### config.mk
export PLATFORM = sky130hd
export DESIGN_NAME = surf4_pps_sync
export DESIGN_NICKNAME = d
export VERILOG_FILES = /design/src/rtl/surf4_pps_sync.sv
export SDC_FILE = /design/constraint.sdc
export NUM_CORES = 1
export LEC_CHECK = 0
export ABC_CLOCK_PERIOD_IN_PS = 4010
export CORE_ASPECT_RATIO = 0.9
export CORE_MARGIN = 2
export CORE_UTILIZATION = 40
export DETAILED_ROUTE_END_ITERATION = 8
export MAX_ROUTING_LAYER = met4
export PLACE_DENSITY_LB_ADDON = 0.25
export SYNTH_ARGS = -nofsm -noshare
export SYNTH_HDL_FRONTEND = slang
export SYNTH_SLANG_ARGS = --single-unit
### constraint.sdc
create_clock -name clk_i -period 4.01 [get_ports clk_i]
set_input_delay 0.802 -clock clk_i [delete_from_list [all_inputs] [get_ports clk_i]]
set_output_delay 0.802 -clock clk_i [all_outputs]
set_load 0.02 [all_outputs]
### src/rtl/surf4_pps_sync.sv
// PPS qualification/lock with free-running fake PPS fallback, plus ext-trig
// debounce with running count. Single clock domain (wbc_clk).
module surf4_pps_sync #(
  parameter int CLK_HZ     = 33000000,
  parameter int TOL        = 3300,
  parameter int LOCK_COUNT = 2,
  parameter int DEBOUNCE   = 4
) (
  input  logic        clk_i,
  input  logic        rst_i,
  input  logic        pps_i,
  input  logic        ext_trig_i,
  input  logic        force_internal_i,
  output logic        pps_o,
  output logic        pps_locked_o,
  output logic [31:0] pps_period_o,
  output logic        ext_trig_o,
  output logic [15:0] ext_trig_count_o
);

  localparam logic [31:0] WIN_LO = 32'(CLK_HZ - TOL);
  localparam logic [31:0] WIN_HI = 32'(CLK_HZ + TOL);
  localparam logic [31:0] TC_INT = 32'(CLK_HZ - 1);
  localparam logic [31:0] TC_EXT = 32'(CLK_HZ + TOL - 1);
  localparam int GOOD_W = $clog2(LOCK_COUNT + 1);
  localparam int DEB_W  = $clog2(DEBOUNCE + 1);
  localparam logic [DEB_W-1:0] DEB_MAX = DEB_W'(DEBOUNCE);

  typedef enum logic {ST_INT, ST_EXT} state_t;

  state_t            state;
  logic              pps_p0, pps_p1, pps_p2;
  logic              ext_edge;
  logic [31:0]       ext_cnt;
  logic [31:0]       int_cnt;
  logic [GOOD_W-1:0] good;
  logic [31:0]       period;
  logic              valid;
  logic              lock_now;

  logic              trig_p0, trig_p1, trig_p2;
  logic [DEB_W-1:0]  stab;
  logic [DEB_W-1:0]  stab_nxt;
  logic              armed;
  logic [15:0]       trig_cnt;

  assign period   = (ext_cnt == '1) ? '1 : ext_cnt + 32'd1;
  assign valid    = ext_edge && (period >= WIN_LO) && (period <= WIN_HI);
  assign lock_now = valid && ((int'(good) + 1) >= LOCK_COUNT);

  always_ff @(posedge clk_i) begin
    if (rst_i) begin
      pps_p0       <= 1'b0;
      pps_p1       <= 1'b0;
      pps_p2       <= 1'b0;
      ext_edge     <= 1'b0;
      ext_cnt      <= '0;
      int_cnt      <= '0;
      good         <= '0;
      state        <= ST_INT;
      pps_o        <= 1'b0;
      pps_locked_o <= 1'b0;
      pps_period_o <= '0;
    end else begin
      // sync stage: two flops for metastability, third for edge detect
      pps_p0   <= pps_i;
      pps_p1   <= pps_p0;
      pps_p2   <= pps_p1;
      ext_edge <= pps_p1 & ~pps_p2;

      // measure stage: period counter and lock FSM
      pps_o <= 1'b0;
      if (ext_edge) begin
        ext_cnt      <= '0;
        pps_period_o <= period;
      end else if (ext_cnt != '1) begin
        ext_cnt <= ext_cnt + 32'd1;
      end

      if (force_internal_i || state == ST_INT) begin
        if (!force_internal_i && lock_now) begin
          state        <= ST_EXT;
          pps_locked_o <= 1'b1;
          pps_o        <= 1'b1;
          int_cnt      <= '0;
          good         <= '0;
        end else begin
          state        <= ST_INT;
          pps_locked_o <= 1'b0;
          // >= so a count left past TC by a forced exit from EXTERNAL still wraps
          if (int_cnt >= TC_INT) begin
            pps_o   <= 1'b1;
            int_cnt <= '0;
          end else begin
            int_cnt <= int_cnt + 32'd1;
          end
          if (force_internal_i || (ext_edge && !valid))
            good <= '0;
          else if (valid)
            good <= good + GOOD_W'(1);
        end
      end else begin
        if (valid) begin
          pps_o   <= 1'b1;
          int_cnt <= '0;
        end else if (ext_edge) begin
          state        <= ST_INT;
          pps_locked_o <= 1'b0;
          good         <= '0;
          int_cnt      <= int_cnt + 32'd1;
        end else if (int_cnt >= TC_EXT) begin
          state        <= ST_INT;
          pps_locked_o <= 1'b0;
          good         <= '0;
          pps_o        <= 1'b1;
          int_cnt      <= '0;
        end else begin
          int_cnt <= int_cnt + 32'd1;
        end
      end
    end
  end

  assign stab_nxt = (trig_p1 != trig_p2) ? '0 :
                    (stab == DEB_MAX)    ? DEB_MAX : stab + DEB_W'(1);

  always_ff @(posedge clk_i) begin
    if (rst_i) begin
      trig_p0    <= 1'b0;
      trig_p1    <= 1'b0;
      trig_p2    <= 1'b0;
      stab       <= '0;
      armed      <= 1'b1;
      ext_trig_o <= 1'b0;
      trig_cnt   <= '0;
    end else begin
      // sync stage
      trig_p0 <= ext_trig_i;
      trig_p1 <= trig_p0;
      trig_p2 <= trig_p1;

      // debounce stage
      stab       <= stab_nxt;
      ext_trig_o <= 1'b0;
      if (trig_p1 && armed && stab_nxt == DEB_MAX) begin
        ext_trig_o <= 1'b1;
        trig_cnt   <= trig_cnt + 16'd1;
        armed      <= 1'b0;
      end else if (!trig_p1 && stab_nxt == DEB_MAX) begin
        armed <= 1'b1;
      end
    end
  end

  assign ext_trig_count_o = trig_cnt;

endmodule
==> impl_metrics.env, run 1 <==
export IMPL_die_w_um=133.5
export IMPL_clock_root_buffer="clkbuf_16"
export IMPL_fmax_mhz=265.8
export IMPL_grt_overflow_total=0
export IMPL_finalHoldViolCount=0
export IMPL_relSlewSlack_pct=57.63
export IMPL_power_density_mw_per_mm2=410.2
export IMPL_cts_hold_buf=0
export IMPL_min_path_type="flop to flop"
export IMPL_gp_congestion=0.9587
export IMPL_criticalPathCategory="flop to flop"
export IMPL_grt_first_pass_wirelength_um=23980
export IMPL_grt_usage_pct=19.23
export IMPL_crit_path_end_kind="flop"
export IMPL_crit_path_start_kind="flop"
export IMPL_synth_top_cell_by_area="dfxtp_1"
export IMPL_pre_cts_ws_ps=99.80
export IMPL_timing_critical_path_buf_inv=1
export IMPL_yosys_area_share_simple_pct=28.80
export IMPL_yosysWarnings=0
export IMPL_fill_cells=1389
export IMPL_ys_top_cells_by_area="dfxtp_1, nor2_1, xor2_1, xnor2_1, nand2_1"
export IMPL_yosysMostFrequentCell="nor2_1"
export IMPL_syn_inst=718
export IMPL_finalSetupViolCount=0
export IMPL_critical_path_arrival_ps=4060
export IMPL_path_common_cell="o211ai_4"
export IMPL_synth_top_area_share_pct=42.46
export IMPL_synthTopCellsByCount="nor2_1, dfxtp_1, nand2_1, xor2_1, xnor2_1"
export IMPL_status="complete, no violations"
export IMPL_synth_edff_count=0
export IMPL_finalClockSkew_ps=16.79
export IMPL_ctsHtreeMaxLevel=4
export IMPL_fp_coreArea_mm2=0.01471
export IMPL_die_area_mm2=0.01609
export IMPL_die_y_um=120.5
export IMPL_first_iter_violations=279
export IMPL_slew_viol_final=0
export IMPL_internal_power_mw=2.382
export IMPL_crit_family="simple AND/OR/NAND/NOR gates"
export IMPL_r2r_start="ext_cnt[2]"
export IMPL_combPwrFrac_pct=3.7
export IMPL_multiInputGateArea_mm2=0.003249
export IMPL_num_io_pins=56
export IMPL_syn_nets=729
export IMPL_synth_compound_area_share_pct=11.65
export IMPL_vias_per_cell=5.311
export IMPL_port_buffers=55
export IMPL_vias=5173
export IMPL_synth_top_family_by_area="simple AND/OR/NAND/NOR gates"
export IMPL_syn_cell_area_mm2=0.006035
export IMPL_synthAdderAreaFrac_pct=1.244
export IMPL_synth_seq_area_share_pct=42.46
export IMPL_avgSynthCellArea_um2=8.405
export IMPL_crit_chain="nand3_1 > or4_1 > nor3_1 > mux2i_1 > nand2_1 > or4b_1 > a31oi_1 > o211ai_4 > o211ai_4 > buf_12 > nor2_1"
export IMPL_cp_slowest_cell="or4_1"
export IMPL_drtPass1Iterations=5
export IMPL_area_growth_syn_to_layout_pct=22.33
export IMPL_start_util_pct=41.01
export IMPL_fin_crit_ps=3762
export IMPL_p_sw_uw=646.1
export IMPL_regArea_mm2=0.002570
export IMPL_drtAntennaViolNets=0
export IMPL_rows=42
export IMPL_maxCapViolations=0
export IMPL_min_period_over_period_pct=93.83
export IMPL_power_share_clock_pct=52.9
export IMPL_worst_slew_pin_slew_ps=635.6
export IMPL_vdd_drop_max_v=0.0002995
export IMPL_r2r_slack_ps=250
export IMPL_clock_sinks=128
export IMPL_antenna_cells=0
export IMPL_async_reset_ff_share_pct=0
export IMPL_crit_start="ext_cnt[2]"
export IMPL_synth_ff_type="dfxtp_1"
export IMPL_seqPwrFrac_pct=43.3
export IMPL_clk_pin_slew_ps=50
export IMPL_synth_distinct_cells=56
export IMPL_grt_max_degree=46
export IMPL_critPathMaxFanout=31
export IMPL_synth_xor_area_share_pct=10.16
export IMPL_cts_buffer_depth=2
export IMPL_swShare_pct=21.33
export IMPL_clk_latency_ps=430
export IMPL_max_stage_delay_ps=700
export IMPL_drc=0
export IMPL_cts_tree="built"
export IMPL_p_leak_nw=2.568
export IMPL_ys_seq_elements=128
export IMPL_layout_drive_gt1_share_pct=8.376
export IMPL_crit_required_ps=4310
export IMPL_wl_um=14440
export IMPL_rsz0062_at_grt="no"
export IMPL_antenna_found_initial=0
export IMPL_first_global_vias=4799
export IMPL_wire_per_inst_um=14.82
export IMPL_holdCritStartpoint="pps_p2"
export IMPL_place_hpwl_um=10200
export IMPL_fin_tns_setup_ps=0
export IMPL_final_nets=774
export IMPL_setup_ws_ps=247.6
export IMPL_synthMuxAreaShare_pct=1.700
export IMPL_numCtsBuffers=17
==> metrics by stage <==
stage,hold WS (ps),cell area [µm²],utilization [%],power [mW],cells
6_report,377.6,7382,50.17,3.028,974
5_1_grt,407.7,7382,50.17,3.140,974
4_1_cts,381.0,7363,50.04,3.056,974
3_5_place_dp,375.0,6745,45.84,1.448,942
3_3_place_gp,363.4,6745,45.84,1.445,942
2_1_floorplan,367.4,6035,-,1.408,718
==> flip-flops by register name, summed over array words and instances (netlist names) <==
signal / cells
stab: 3
good: 2
ext_trig_count_o: 16
pps_p2: 1
pps_p0: 1
trig_p0: 1
pps_period_o: 32
trig_p2: 1
ext_edge: 1
trig_p1: 1
pps_o: 1
ext_cnt: 32
int_cnt: 32
armed: 1
ext_trig_o: 1
state: 1
pps_p1: 1
==> cell families after synthesis <==
kind of cell | Yosys count
simple gates | 348
compound gates | 101
mux | 10
fa+ha+maj | 6
xor+xnor | 70
buf+inv | 55
flops | 128
==> cell type report <==
cell class | count | area share (%)
clock inverters | 9 | 1.763
well taps | 198 | 3.356
repair buffers | 66 | 8.678
flip-flops and latches | 128 | 34.81
multi-input cells | 535 | 44.02
clock buffers | 23 | 6.610
inverters | 15 | 0.7627
==> path summary, 6_finish.rpt <==
kind            endpoint  cells past startpoint
max reg2reg  int_cnt[30]                     11
min reg2reg     ext_edge                      1
min             ext_edge                      1
max          int_cnt[30]                     11
==> timing repair <==
| action | in CTS | in global routing |
|---|---|---|
| endpoints found under the setup margin | 0 | 34 |
| resized for setup | 0 | 7 |
| buffers inserted | 0 | 0 |
==> cell usage in the layout, fill, tap and decap left out, types with 8 or more instances in the layout <==
master           synthesis  routed
nor2_1                 139     139
dfxtp_1                128     122
clkdlybuf4s50_1          0      54
nand2_1                 51      51
xor2_1                  36      36
xnor2_1                 34      34
nand3_1                 30      30
o21ai_0                 22      22
a211oi_1                21      21
and3_1                  20      20
nor2b_1                 19      19
a21oi_1                 17      17
clkbuf_16                0      17
nand4_1                 16      16
inv_1                   15      15
nor3_1                  16      15
buf_4                    1      10
and2_1                   9       9
mux2i_1                  8       8
==> routing by layer <==
metal	wire length, µm	track usage, %
met4	239	8.045
met5	0	-
met3	629	4.486
met2	6219	27.26
met1	7351	26.32
==> power groups by stage <==
| stage | combinational (mW) | clock, mW | sequential (mW) |
|---|---|---|---|
| floorplan | 0.0657 | 0 | 1.34 |
| global placement | 0.108 | 0 | 1.34 |
| detailed placement | 0.110 | 0 | 1.34 |
| CTS | 0.111 | 1.63 | 1.31 |
| global route | 0.123 | 1.70 | 1.32 |
| finish | 0.113 | 1.60 | 1.31 |
Note: power is estimated with default switching activity, not from simulation.
==> inputs of run 2 (changes only) <==
--- a/config.mk
+++ b/config.mk
@@ -12,6 +12,7 @@
 export DETAILED_ROUTE_END_ITERATION = 8
 export MAX_ROUTING_LAYER = met4
 export PLACE_DENSITY_LB_ADDON = 0.25
+export SETUP_SLACK_MARGIN = 0.3
 export SYNTH_ARGS = -nofsm -noshare
 export SYNTH_HDL_FRONTEND = slang
 export SYNTH_SLANG_ARGS = --single-unit
==> run 2 against run 1 <==
  * Design area up 1.1%
  * Non-clock buffer count increased by 5
  * Via count up 0.66%
  * Sequential share of layout area shrank 0.28 points
  * Critical path depth grew 1
  * Clock skew increased by 1.3 ps
  * Register-to-register slack improved by 170 ps
  * Critical path type unchanged
==> impl_metrics.env, run 2 (same netlist as run 1, synthesis figures left out) <==
export IMPL_status="complete, no violations"
export IMPL_finalInstanceArea_mm2=0.007463
export IMPL_slew_viol_final=0
export IMPL_p_leak_nw=2.611
export IMPL_cts_hold_buf=0
export IMPL_vias_per_cell=5.319
export IMPL_critPathMaxFanout=31
export IMPL_swShare_pct=21.26
export IMPL_most_common_layout_cells="nor2_1, dfxtp_1, clkdlybuf4s50_1"
export IMPL_final_nets=779
export IMPL_cts_tree="built"
export IMPL_wl_um=14460
export IMPL_grt_first_pass_wirelength_um=23950
export IMPL_place_hpwl_um=10200
export IMPL_crit_path_end_kind="flop"
export IMPL_die_area_mm2=0.01609
export IMPL_numCtsBuffers=17
export IMPL_fin_tns_setup_ps=0
export IMPL_fin_crit_ps=3593
export IMPL_critical_path_arrival_ps=3890
export IMPL_fmax_mhz=278.3
export IMPL_gp_congestion=0.9587
export IMPL_vdd_drop_max_v=0.0002958
export IMPL_ctsHtreeMaxLevel=4
export IMPL_drtPass1Iterations=5
export IMPL_clk_latency_ps=420
export IMPL_wire_per_inst_um=14.77
export IMPL_setup_ws_ps=417.3
export IMPL_seqPwrFrac_pct=43.4
export IMPL_drtAntennaViolNets=0
export IMPL_cts_buffer_depth=2
export IMPL_pre_cts_ws_ps=99.80
export IMPL_power_share_clock_pct=52.9
export IMPL_die_w_um=133.5
export IMPL_min_period_over_period_pct=89.59
export IMPL_antenna_found_initial=0
export IMPL_finalSetupViolCount=0
export IMPL_clock_root_buffer="clkbuf_16"
export IMPL_grt_usage_pct=19.22
export IMPL_first_iter_violations=306
export IMPL_first_global_vias=4803
export IMPL_antenna_cells=0
export IMPL_p_sw_uw=643.0
export IMPL_combPwrFrac_pct=3.7
export IMPL_num_io_pins=56
export IMPL_layout_drive_gt1_share_pct=9.731
export IMPL_finalClockSkew_ps=18.12
export IMPL_area_growth_syn_to_layout_pct=23.68
export IMPL_vias=5207
export IMPL_criticalPathCategory="flop to flop"
export IMPL_fp_coreArea_mm2=0.01471
export IMPL_crit_required_ps=4300
export IMPL_clock_sinks=128
export IMPL_place_area_mm2=0.006745
export IMPL_grt_overflow_total=0
export IMPL_relSlewSlack_pct=57.61
export IMPL_reg_largest_list="ext_cnt x32, int_cnt x32, pps_period_o x32"
export IMPL_rsz0062_at_grt="no"
export IMPL_drc=0
export IMPL_die_y_um=120.5
export IMPL_rows=42
export IMPL_maxCapViolations=0
export IMPL_finalHoldViolCount=0
export IMPL_worst_slew_pin_slew_ps=635.9
export IMPL_regArea_mm2=0.002577
export IMPL_r2r_slack_ps=420
export IMPL_internal_power_mw=2.381
export IMPL_clk_pin_slew_ps=50
export IMPL_grt_max_degree=46
export IMPL_crit_path_start_kind="flop"
export IMPL_min_path_type="flop to flop"
export IMPL_port_buffers=55
export IMPL_power_density_mw_per_mm2=405.2
export IMPL_start_util_pct=41.01
export IMPL_multiInputGateArea_mm2=0.003286
export IMPL_layout_commonest_cell="nor2_1"
export IMPL_fill_cells=1387
run 2: area by class of cell:
type	instances	share of cell area (%)
clock buffers	23	6.538
flip-flops and latches	128	34.53
well taps	198	3.319
inverters	15	0.7544
repair buffers	71	9.086
clock inverters	9	1.744
multi-input cells	535	44.02
run 2: worst paths after layout:
path / start / to / cells past startpoint
min: pps_p2 / ext_edge / 1
max reg2reg: ext_cnt[1] / int_cnt[30] / 12
min reg2reg: pps_p2 / ext_edge / 1
max: ext_cnt[1] / int_cnt[30] / 12
run 2: through the flow:
step / hold slack (ps) / instances / power (mW) / utilization (%)
after floorplan: 367.4 / 718 / 1.408 / -
after global placement: 363.4 / 942 / 1.445 / 45.84
after detailed placement: 375.0 / 942 / 1.448 / 45.84
after CTS: 381.0 / 974 / 3.060 / 50.18
after global routing: 407.7 / 979 / 3.138 / 50.72
final: 377.6 / 979 / 3.025 / 50.72
run 2: metal layers:
layer  routed length [µm]  GRT usage, %  vias up
met3                  732         4.486       12
met5                    0             -        -
met4                  165         8.045        0
li1                     -             -     2593
met1                 7199         26.26     2458
met2                 6366         27.29      144
run 2: what timing repair did:
action                                  4_1_cts  5_1_grt
setup buffers                                 0        5
gates resized for setup                       8        9
endpoints found under the setup margin       35       34
pin swaps                                     0        3
run 2: worst max-delay path: stages, from the launching register on:
cell	delay [ps]
dfxtp_2	400
ha_4	200
nand3_4	120
or4b_4	620
buf_4	180
o31a_1	270
o21a_1	220
or4b_1	590
a31oi_4	200
o211ai_4	140
o211ai_4	230
buf_12	200
nor2_1	80
run 2: power by group through the flow:
stage	logic [mW]	registers (mW)	clock network, mW
3_5_place_dp	0.110	1.34	0
4_1_cts	0.113	1.31	1.63
3_3_place_gp	0.108	1.34	0
2_1_floorplan	0.0657	1.34	0
6_report	0.112	1.31	1.60
5_1_grt	0.123	1.31	1.70
